File: src/rtl/l2_bank_rr_arbiter.sv
// Round-robin arbiter sharing one L2 SRAM bank between NB_REQ TCDM requesters.
// The grant is issued in the request cycle; the response follows one cycle later.
module l2_bank_rr_arbiter #(
    parameter int NB_REQ     = 6,
    parameter int ADDR_WIDTH = 15,
    parameter int DATA_WIDTH = 32
) (
    input  logic                           clk_i,
    input  logic                           rst_ni,
    input  logic [NB_REQ-1:0]              req_i,
    input  logic [NB_REQ-1:0]              wen_i,
    input  logic [NB_REQ*ADDR_WIDTH-1:0]   add_i,
    input  logic [NB_REQ*DATA_WIDTH-1:0]   wdata_i,
    input  logic [NB_REQ*DATA_WIDTH/8-1:0] be_i,
    output logic [NB_REQ-1:0]              gnt_o,
    output logic [NB_REQ-1:0]              r_valid_o,
    output logic [DATA_WIDTH-1:0]          r_rdata_o,
    output logic                           mem_req_o,
    output logic                           mem_we_o,
    output logic [ADDR_WIDTH-1:0]          mem_addr_o,
    output logic [DATA_WIDTH-1:0]          mem_wdata_o,
    output logic [DATA_WIDTH/8-1:0]        mem_be_o,
    input  logic [DATA_WIDTH-1:0]          mem_rdata_i,
    input  logic                           mem_ready_i
);

    localparam int PTR_W = (NB_REQ > 1) ? $clog2(NB_REQ) : 1;
    localparam int BE_W  = DATA_WIDTH / 8;
    localparam logic [PTR_W-1:0] LAST_IDX = PTR_W'(NB_REQ - 1);

    logic [PTR_W-1:0]  rr_q, rr_d;
    logic [PTR_W-1:0]  idx_q, idx_d;
    logic              rvalid_q, rvalid_d;
    logic [PTR_W-1:0]  win_s;
    logic              found_s;
    logic [NB_REQ-1:0] gnt_s;
    logic [NB_REQ-1:0] r_valid_s;

    // Candidate index for scan offset off starting at base, wrapping at NB_REQ.
    function automatic logic [PTR_W-1:0] wrap_idx(input logic [PTR_W-1:0] base, input int off);
        return PTR_W'((int'(base) + off) % NB_REQ);
    endfunction

    // Winner search: first asserted request at or above the pointer, with wrap.
    always_comb begin
        found_s = 1'b0;
        win_s   = '0;
        if (mem_ready_i) begin
            for (int o = 0; o < NB_REQ; o++) begin
                if (!found_s && req_i[wrap_idx(rr_q, o)]) begin
                    found_s = 1'b1;
                    win_s   = wrap_idx(rr_q, o);
                end else begin
                    found_s = found_s;
                end
            end
        end else begin
            found_s = 1'b0;
        end
    end

    // Grant vector and memory-side mux; everything is zero when idle.
    always_comb begin
        gnt_s       = '0;
        mem_req_o   = 1'b0;
        mem_we_o    = 1'b0;
        mem_addr_o  = '0;
        mem_wdata_o = '0;
        mem_be_o    = '0;
        if (found_s) begin
            gnt_s[win_s] = 1'b1;
            mem_req_o    = 1'b1;
            mem_we_o     = ~wen_i[win_s];
            mem_addr_o   = add_i[win_s*ADDR_WIDTH +: ADDR_WIDTH];
            mem_wdata_o  = wdata_i[win_s*DATA_WIDTH +: DATA_WIDTH];
            mem_be_o     = be_i[win_s*BE_W +: BE_W];
        end else begin
            gnt_s = '0;
        end
    end

    // Next-state: pointer moves past the winner, response tracks the grant.
    always_comb begin
        rr_d     = rr_q;
        idx_d    = idx_q;
        rvalid_d = found_s;
        if (found_s) begin
            idx_d = win_s;
            if (win_s == LAST_IDX) begin
                rr_d = '0;
            end else begin
                rr_d = win_s + PTR_W'(1);
            end
        end else begin
            rr_d  = rr_q;
            idx_d = idx_q;
        end
    end

    // State registers.
    always_ff @(posedge clk_i or negedge rst_ni) begin
        if (!rst_ni) begin
            rr_q     <= '0;
            idx_q    <= '0;
            rvalid_q <= 1'b0;
        end else begin
            rr_q     <= rr_d;
            idx_q    <= idx_d;
            rvalid_q <= rvalid_d;
        end
    end

    // Response valid decoded from registered state only.
    always_comb begin
        r_valid_s = '0;
        if (rvalid_q) begin
            r_valid_s[idx_q] = 1'b1;
        end else begin
            r_valid_s = '0;
        end
    end

    assign gnt_o     = gnt_s;
    assign r_valid_o = r_valid_s;
    assign r_rdata_o = mem_rdata_i;

endmodule
File: config.mk
export PLATFORM = sky130hd
export DESIGN_NAME = l2_bank_rr_arbiter
export DESIGN_NICKNAME = d
export VERILOG_FILES = /design/src/rtl/l2_bank_rr_arbiter.sv
export SDC_FILE = /design/constraint.sdc
export NUM_CORES = 1
export LEC_CHECK = 0
export BUFFER_PORTS_ARGS = -buffer_cell sky130_fd_sc_hd__buf_2
export CAP_MARGIN = 25
export CORE_AREA = 4 4 174 176
export DETAILED_ROUTE_END_ITERATION = 12
export DIE_AREA = 0 0 178 180
export SLEW_MARGIN = 25
export SYNTH_ARGS = -nofsm -noshare
export SYNTH_HDL_FRONTEND = slang
export SYNTH_SLANG_ARGS = --single-unit
File: constraint.sdc
create_clock -name clk_i -period 4.2 [get_ports clk_i]
set_clock_uncertainty 0.1 [all_clocks]
set_input_delay 0.21 -clock clk_i [delete_from_list [all_inputs] [get_ports clk_i]]
set_output_delay 0.21 -clock clk_i [all_outputs]
set_load 0.01 [all_outputs]
Word-level counts from Yosys, hierarchy flattened
Cells that the tools add are included.
Cells by class
  reduce and logical (&&, ||, !) cells: 12
  $add $sub $neg: 6
  $mul: 1
  magnitude comparators: 10
  divide/modulo/power cells: 6
  shifts and indexed selects: 3
  bitwise operators: 1
  multiplexer cells: 45
  equal/unequal tests: 1
Operators by type and width (count)
  indexed part select 192 x 9 -> 32 bit: 1
  modulo 32 x 4 -> 32 bit (second input constant): 5
  indexed part select 90 x 8 -> 15 bit: 1
  < comparator 3 x 4 -> 1 bit (second input constant): 8
  modulo 4 x 4 -> 32 bit (second input constant): 1
  two-way mux 32 bit: 1
  two-way mux 3 bit: 8
  indexed part select 24 x 6 -> 4 bit: 1
  two-way mux 1 bit: 23
  binary-select mux 1 bit (select 3 bit): 7
  two-way mux 15 bit: 1
  two-way mux 6 bit: 2
  adder 3 x 2 -> 4 bit (second input constant): 2
  adder 3 x 3 -> 4 bit (second input constant): 2
  logical AND 1 bit: 7
  multiplier 3 x 4 -> 7 bit (second input constant): 1
  demux 1 bit (select 3 bit): 2
  greater-or-equal comparator 3 x 1 -> 1 bit (second input constant): 2
  zero test 1 bit: 5
  adder 3 x 1 -> 4 bit (second input constant): 1
  two-way mux 4 bit: 1
  adder 3 x 1 -> 3 bit (second input constant): 1
  == test 3 bit (second input constant): 1
  NOT 1 bit: 1
Storage, ports and cells
  word-level logic and storage cells: 88
  input bits: 353
  bits in registers: 7

Depth between registers and ports, before layout
Gate-level depths: netlist of run 1.
  depth after elaboration: 30
  mapped depth: 20
  gate-level depth less buffers: 14

Worst setup path after synthesis of run 1
Ideal clock, no wire load.
  path type: register to output
  from: register rr_q[2]
  to: output mem_addr_o[10]
  stages on the path, launching flop included: 20
  slack: -370 ps
  path buffers: 6
  data arrival time: 4260 ps
  cell sequence: dfrtp_1 -> buf_2 -> buf_1 -> inv_1 -> ha_1 -> clkbuf_1 -> a21oi_1 -> inv_1 -> ha_1 -> nor2b_1 -> a21oi_1 -> o31a_1 -> a221oi_1 -> o211ai_1 -> a311o_1 -> buf_2 -> nand4bb_1 -> buf_2 -> buf_2 -> o221ai_1
On the way
  cells in the longest elaborated chain, start to end: 28
  elaborated cells on any way between the ends: 55
Ends and longest elaborated chain
  from (decl): RTL line 31  | logic [PTR_W-1:0] rr_q, rr_d;
  from (signal assigned): RTL line 107  | rr_q <= rr_d;
  parallel branches: the longest is 27 deep, another holds modulo 32 x 4 -> 32 bit
  two-way mux 15 bit (*): RTL line 70  | if (found_s) begin
  to (decl): RTL line 20  | output logic [ADDR_WIDTH-1:0] mem_addr_o,
Mark *: on every way between the ends. The select of a mux whose other input is x is not followed.

Final worst setup path of run 1
  from: register rr_q[2]
  to: output mem_wdata_o[23]
On the way
  cells in the longest elaborated chain, start to end: 27
  elaborated cells on any way between the ends: 54
Ends and longest elaborated chain
  parallel branches: the longest is 26 deep, another holds modulo 32 x 4 -> 32 bit
  two-way mux 32 bit (*): RTL line 70
  to (decl): RTL line 21  | output logic [DATA_WIDTH-1:0] mem_wdata_o,
Marks and branches as above.

==> results of run 1 <==
[routing by layer]
metal	up-vias	wire, µm
met1	2864	10400
li1	2871	-
met3	54	2320
met4	10	614
met5	-	68
met2	335	13100
[state kept, by name, summed over array words and instances, names as in the netlist]
register  flops
rvalid_q      1
idx_q         3
rr_q          3
[Yosys cell counts, drive strengths merged, types with 4 or more instances]
cell    count  share of area [%]
a21oi      12                1.5
mux2i     110                 25
dfrtp       7                4.0
inv        13                1.1
a211o       8                1.6
o221ai     51                 11
nand4       6                1.0
buf        71                 11
and2        5               0.72
ha         10                2.9
clkbuf      5               0.43
nand2      69                6.0
nor3        5               0.58
nand3       9                1.0
o21ai       6               0.69
a21boi      4               0.78
a211oi      4               0.69
nand2b      6               0.87
o211ai      8                1.4
nor2b       6               0.87
nor2       17                1.5
mux2       59                 16
[cells by family after synthesis]
kind of cell | count (synthesis) | share of synthesized area, %
compound gates | 121 | 23.0
simple gates | 135 | 14.8
mux | 171 | 42.2
xor+xnor | 3 | 0.779
fa+ha+maj | 10 | 2.89
flops | 7 | 4.04
buf+inv | 89 | 12.3
[per-stage QoR]
stage	setup TNS (ns)	hold WS [ns]	setup WS, ns
2_1_floorplan	0	-0.186	0.0161
3_3_place_gp	-0.276	-0.0450	-0.124
3_5_place_dp	-1.28	-0.0452	-0.149
4_1_cts	0	0.276	0.0141
5_1_grt	-4.54	0.309	-0.137
6_report	0	0.275	0.0103
[final timing paths]
path                       slack [ns]         endpoint  cells after the start
hold reg to reg                  0.41         idx_q[0]                      2
hold / removal                   0.27         idx_q[1]                      3
setup / recovery                 0.01  mem_wdata_o[23]                     18
max in group asynchronous        3.53          rr_q[0]                      2
setup reg to reg                 0.41          rr_q[2]                     18
min in group asynchronous        0.29         idx_q[1]                      2
[final cells by class]
class	count	area (µm²)
clock buffer	4	78.8
inverter	13	51.3
fill	3072	20300
multi-input combinational	440	4380
tap	384	480
antenna	2	5.00
timing repair buffer	484	3140
sequential	7	178
[worst max-delay path, cell delays in order (launching register included)]
cell and delay [ns]:
dfrtp_1 0.40, buf_4 0.16, ha_1 0.20, a21oi_2 0.15
inv_2 0.07, ha_4 0.28, nor2b_4 0.05, and2_4 0.16
a211o_1 0.29, a211oi_1 0.32, nor3b_1 0.10, a221o_2 0.45
buf_4 0.16, a21boi_4 0.20, buf_4 0.15, buf_12 0.15
nand2_1 0.12, o221ai_2 0.08, buf_2 0.16
[timing repair]
item                                    CTS  global route
endpoints found under the setup margin   56            56
hold buffers                              1             0
pin swaps                                12            26
gates resized for setup                  42            76
setup buffers                            17            20
endpoints found under the hold margin     7             0
gates cloned                              4             6
==> impl_metrics.toml, run 1 <==
[place]
dpl-instance-area_mm2 = 0.00716
place_inst = 1282
globalplace.congestion = 0.893
dp_hpwl_um = 19600
placement.io_buffers = 385

[yosys]
synthCells = 536
synthFlopType = "dfrtp_1"
syn_avg_cell_area_um2 = 8.09
syn-cell-area_mm2 = 0.00434
synth_edf_count = 0
synth_cell_types = 68
seq_area_frac_synth_pct = 4.04
synthesis.nets = 899
yosys_warnings = 0
async_flop_share_pct = 100
ys_ff_latch = 7

[finish]
area_growth_pct = 91.7
final_common_cell = "buf_2"
num-nets-final = 1312
layout_common_cells = "384 x buf_2, 78 x mux2i_1, 65 x nand2_1"
post-route-util_pct = 29.0
drive_gt1_share_pct = 71.8
fin_cells = 1334
fin_area_mm2 = 0.00831

[timing]
fin_crit_ns = 4.19
slew_headroom_pct = 60.0
fmax_mhz = 239
rsz0062_at_grt = "yes"
slew_viol_final = 0
tightest_slew_ns = 0.583
hold_violations = 0
setup_viol = 0
fin_crit_sh_pct = 99.8

[routing]
antenna_left = 0
wl_per_cell_um = 19.9
via_count = 6134
drt_iter0_drc = 244
via_per_inst = 4.60
first_pass_iters = 5
wl_um = 26500
drc = 0

[floorplanning]
rows = 62
die_w_um = 178
core_mm2 = 0.0286
die_area_mm2 = 0.0320
start_util_pct = 15.1
fp.dieH_um = 180
ios = 450

[status]
status = "finished clean"

[critical_path]
cp.arrival_ns = 3.88
crit_fanout = 15
cp-start-kind = "flip-flop"
crit_type = "reg2out"
cp-startpoint = "rr_q[2]"
end_kind = "output pin"
required_ns = 3.89
r2r_start = "rr_q[2]"

[clock_tree]
htreeDepth = 1
cts_made_buffers = 3
cts_sinks = 7
clk_pin_slew_ns = 0.04
clk_path_buf_depth = 2
clock_latency_ns = 0.23
root_buffer = "clkbuf_16"
cts_tree = "built"

[hold_path]
hold_path.class = "in2reg"
hp-start = "mem_ready_i"

[grt]
first_global_vias = 6078
met2_usage_pct = 24.9
antenna_found_initial = 7
busiest_layer = "met2"
grtUsageTotal_pct = 13.9
grt_pass1_wl_um = 35000
grtUsageMet3_pct = 3.36
grt.overflow.total = 0
gr-usage-met1_pct = 16.6
grt_max_degree = 31

[flow_run]
max_cap_viol_count = 0
Power of run 1 is left out: the tool's default activity adds up to more than one toggle a clock period on the data nets, which glitch-free logic cannot reach.
==> inputs of run 2 (changes only) <==
--- a/config.mk
+++ b/config.mk
@@ -10,6 +10,8 @@
 export CORE_AREA = 4 4 174 176
 export DETAILED_ROUTE_END_ITERATION = 12
 export DIE_AREA = 0 0 178 180
+export GPL_TIMING_DRIVEN = 1
+export SETUP_SLACK_MARGIN = 0.4
 export SLEW_MARGIN = 25
 export SYNTH_ARGS = -nofsm -noshare
 export SYNTH_HDL_FRONTEND = slang
==> impl_metrics.toml, run 2 (synthesized netlist as in run 1, its figures left out) <==
[finish]
fin_area_mm2 = 0.00840
num-nets-final = 1308
layout_common_cells = "377 x buf_2, 104 x mux2i_1, 61 x nand2_1"
drive_gt1_share_pct = 69.8
final_common_cell = "buf_2"
area_growth_pct = 93.6
biggestRegsByFlops = "idx_q (3), rr_q (3), rvalid_q (1)"
fillers = 3000
post-route-util_pct = 29.3

[critical_path]
path_cells = "inv_4 > ha_4 > xor2_2 > inv_2 > ha_4 > nor2b_4 > and2_4 > o211ai_1 > a211oi_2 > o311a_1 > a311o_2 > buf_12 > nand4bb_4 > buf_12 > a211o_1 > o211ai_1 > buf_2"
required_ns = 3.89
max_stage_delay_ns = 0.47
cp-start-kind = "flip-flop"
crit_slowest_cell = "dfrtp_2"
crit_type = "reg2out"
crit_fanout = 8
crit_buf_inv = 5
ff2ff_setup_slack_ns = 0.36
cp.arrival_ns = 3.94
critical_path.top_delay_family = "compound AO/OA/AOI/OAI gates"
end_kind = "output pin"

[timing]
fin_crit_ns = 4.25
slew_headroom_pct = 68.8
setup_viol = 25
fin_crit_sh_pct = 101
hold_violations = 0
tightest_slew_ns = 0.455
final.setup.worst_slack_ns = -0.0517
fmax_mhz = 235
rsz0062_at_grt = "yes"
slew_viol_final = 0

[grt]
first_global_vias = 6163
gr-usage-met1_pct = 15.7
antenna_found_initial = 3
busiest_layer = "met2"
grtUsageTotal_pct = 13.7
grt_max_degree = 29
met2_usage_pct = 24.8
grtUsageMet3_pct = 3.05
grt_pass1_wl_um = 34700
grt.overflow.total = 0

[clock_tree]
cts_tree = "built"
cts_made_buffers = 3
clk_pin_slew_ns = 0.04
cts_sinks = 7
clock_latency_ns = 0.23
root_buffer = "clkbuf_16"
clk_path_buf_depth = 2
htreeDepth = 1

[floorplanning]
die_area_mm2 = 0.0320
core_mm2 = 0.0286
ios = 450
fp.dieH_um = 180
start_util_pct = 15.1
die_w_um = 178
rows = 62

[routing]
wl_um = 26200
drc = 0
first_pass_iters = 5
via_per_inst = 4.56
wl_per_cell_um = 19.7
antenna_left = 0
via_count = 6060
drt_iter0_drc = 266

[status]
failed_checks = "setup timing"
status = "finished with violations"

[hold_path]
hold_path.class = "in2async"

[place]
dpl-instance-area_mm2 = 0.00720
globalplace.congestion = 0.886
dp_hpwl_um = 19500
placement.io_buffers = 385

[flow_run]
max_cap_viol_count = 0
run 2: cell types whose count changed in the layout (fill, tap and decap cells not counted), moves of 4 or more:
cell      previous run  this run
mux2i_2             26         2
mux2i_1             78       104
buf_2              384       377
nand2_2              4         8
o221ai_4             0         5
buf_16               3         8
nand2_1             65        61
o221ai_2            51        46
run 2: worst paths after layout:
kind / cells past startpoint / from / to
hold reg to reg: 2 / idx_q[0] / idx_q[0]
setup / recovery: 17 / rr_q[1] / mem_we_o
hold / removal: 2 / rst_ni / idx_q[2]
setup reg to reg: 17 / rr_q[1] / rr_q[2]
min in group clk_i: 0 / mem_rdata_i[24] / r_rdata_o[24]
max in group asynchronous: 2 / rst_ni / rr_q[2]
run 2: final cells by class:
cell class	count	area (µm²)	share of cell area, %
Clock buffer	4	78.8	0.939
Sequential cell	7	179	2.13
Antenna cell	1	2.50	0.0298
Multi-Input combinational cell	440	4350	51.9
Timing Repair Buffer	480	3250	38.7
Inverter	13	51.3	0.611
Tap cell	384	480	5.72
run 2: repair_timing:
action / 4_1_cts / 5_1_grt
gates cloned: 4 / 8
endpoints found under the hold margin: 7 / 0
pin swaps: 15 / 25
setup endpoints to repair: 60 / 60
hold buffers: 1 / 0
gates resized for setup: 29 / 58
setup buffers: 17 / 25
run 2: routing by layer:
layer  wire, µm  share of wire [%]  up-vias
met3       2250                8.6       60
met4       1000                3.8        4
met5         24              0.092        -
met2      13100                 50      330
li1           -                  -     2870
met1       9780                 37     2796
run 2: stage by stage:
step                TNS [ns]  std cells  setup WS, ns  hold WS, ns
finish                -0.340       1329       -0.0517        0.280
detailed placement         0       1269        0.0606      -0.0450
floorplan                  0        536         0.396       -0.186
CTS                   -0.687       1295       -0.0340        0.267
global route           -7.97       1328        -0.190        0.286
global placement           0       1269        0.0726      -0.0487
Power of run 2 is left out for the same reason.
==> inputs of run 3 (changes only) <==
--- a/config.mk
+++ b/config.mk
@@ -7,10 +7,12 @@
 export LEC_CHECK = 0
 export BUFFER_PORTS_ARGS = -buffer_cell sky130_fd_sc_hd__buf_2
 export CAP_MARGIN = 25
-export CORE_AREA = 4 4 174 176
+export CORE_AREA = 4 4 171 173
+export CTS_BUF_LIST = sky130_fd_sc_hd__clkbuf_4
 export DETAILED_ROUTE_END_ITERATION = 12
-export DIE_AREA = 0 0 178 180
+export DIE_AREA = 0 0 175 177
 export GPL_TIMING_DRIVEN = 1
+export HOLD_SLACK_MARGIN = 0.02
 export SETUP_SLACK_MARGIN = 0.4
 export SLEW_MARGIN = 25
 export SYNTH_ARGS = -nofsm -noshare
==> impl_metrics.toml, run 3 (synthesized netlist as in run 1, its figures left out) <==
[finish]
final_common_cell = "buf_2"
layout_common_cells = "378 x buf_2, 74 x mux2i_1, 63 x nand2_1"
fillers = 2835
antenna_cells = 0
num-nets-final = 1310
fin_area_mm2 = 0.00868
area_growth_pct = 100
drive_gt1_share_pct = 73.3
post-route-util_pct = 31.4
biggestRegsByFlops = "idx_q (3), rr_q (3), rvalid_q (1)"

[timing]
setup_viol = 44
rsz0062_at_grt = "yes"
final.setup.worst_slack_ns = -0.0576
fin_crit_ns = 4.26
slew_viol_final = 0
fmax_mhz = 235
slew_headroom_pct = 67.4
hold_violations = 0
fin_crit_sh_pct = 101
tightest_slew_ns = 0.475

[routing]
drt_iter0_drc = 244
antenna_left = 0
first_pass_iters = 4
wl_um = 26600
drc = 0
wl_per_cell_um = 20.1
via_per_inst = 4.64
via_count = 6141

[critical_path]
crit_type = "reg2out"
cp-start-kind = "flip-flop"
required_ns = 3.89
end_kind = "output pin"
max_stage_delay_ns = 0.46
cp.arrival_ns = 3.95
path_cells = "buf_6 > ha_4 > a21oi_4 > inv_2 > ha_4 > nand3b_1 > o31a_1 > o32a_1 > a21oi_2 > o211ai_1 > buf_4 > buf_6 > o22ai_4 > and2_4 > buf_12 > buf_4 > mux2i_2 > o221ai_2 > buf_2"
crit_fanout = 10
crit_slowest_cell = "dfrtp_2"

[hold_path]
hold_path.class = "in2async"

[clock_tree]
cts_tree = "built"
clk_path_buf_depth = 2
root_buffer = "clkbuf_4"
cts_sinks = 7
clock_latency_ns = 0.25
htreeDepth = 1
clk_pin_slew_ns = 0.05
cts_made_buffers = 3

[grt]
grt_pass1_wl_um = 36000
grt.overflow.total = 0
antenna_found_initial = 3
grtUsageTotal_pct = 15.0
grt_max_degree = 30
first_global_vias = 6166

[floorplanning]
ios = 450
fp.dieH_um = 177
die_w_um = 175
rows = 61
die_area_mm2 = 0.0310
start_util_pct = 15.7
core_mm2 = 0.0276

[status]
status = "finished with violations"
failed_checks = "setup timing"

[place]
dpl-instance-area_mm2 = 0.00711
dp_hpwl_um = 18600
globalplace.congestion = 0.866
placement.io_buffers = 385

[flow_run]
max_cap_viol_count = 0
==> run 3: area by class of cell <==
type	instances	area [µm²]	area share (%)
well taps	378	473	5.45
flip-flops and latches	7	179	2.06
multi-input cells	440	4530	52.2
clock buffers	4	30.0	0.346
inverters	13	56.3	0.649
repair buffers	482	3400	39.2
==> run 3: metal layers <==
metal	up-vias	wire length [µm]	GRT usage, %
li1	2873	-	-
met1	2847	10000	17.2
met2	351	13300	27.1
met3	66	2310	3.99
met4	4	960	4.58
met5	-	22	0
==> run 3: repair_timing <==
item | in CTS | in global routing
endpoints found under the hold margin | 7 | 0
hold buffers | 1 | 0
gates resized for setup | 100 | 41
cloned | 16 | 4
pin swaps | 26 | 13
setup endpoints to repair | 59 | 60
setup buffers | 31 | 13
==> run 3: per-stage QoR <==
step / setup WS [ns] / hold WS [ns] / setup TNS (ns) / cells
finish: -0.0576 / 0.244 / -1.08 / 1324
floorplan: 0.396 / -0.186 / 0 / 536
global route: -0.228 / 0.239 / -9.49 / 1324
detailed placement: 0.0376 / -0.0498 / 0 / 1255
global placement: 0.123 / -0.0503 / 0 / 1255
CTS: -0.00923 / 0.233 / -0.0103 / 1307
==> run 3: critical path: cells and delay by family, from the launching register on <==
| family | cells | cell delay [ns] |
|---|---|---|
| buf+inv | 7 | 0.96 |
| compound gates | 7 | 1.21 |
| mux | 1 | 0.22 |
| fa+ha+maj | 2 | 0.38 |
| flops | 1 | 0.46 |
| simple gates | 2 | 0.44 |
==> run 3: path summary, 6_finish.rpt <==
check | from | endpoint | slack (ns) | depth (start not counted)
worst max-delay path | rr_q[1] | mem_addr_o[13] | -0.06 | 19
worst min-delay path | rst_ni | idx_q[1] | 0.24 | 2
worst max register to register | rr_q[1] | rr_q[2] | 0.34 | 18
worst min register to register | idx_q[0] | idx_q[0] | 0.40 | 2
max in group asynchronous | rst_ni | rr_q[2] | 3.59 | 2
min in group clk_i | mem_ready_i | idx_q[1] | 0.28 | 3
Power of run 3 is left out for the same reason.
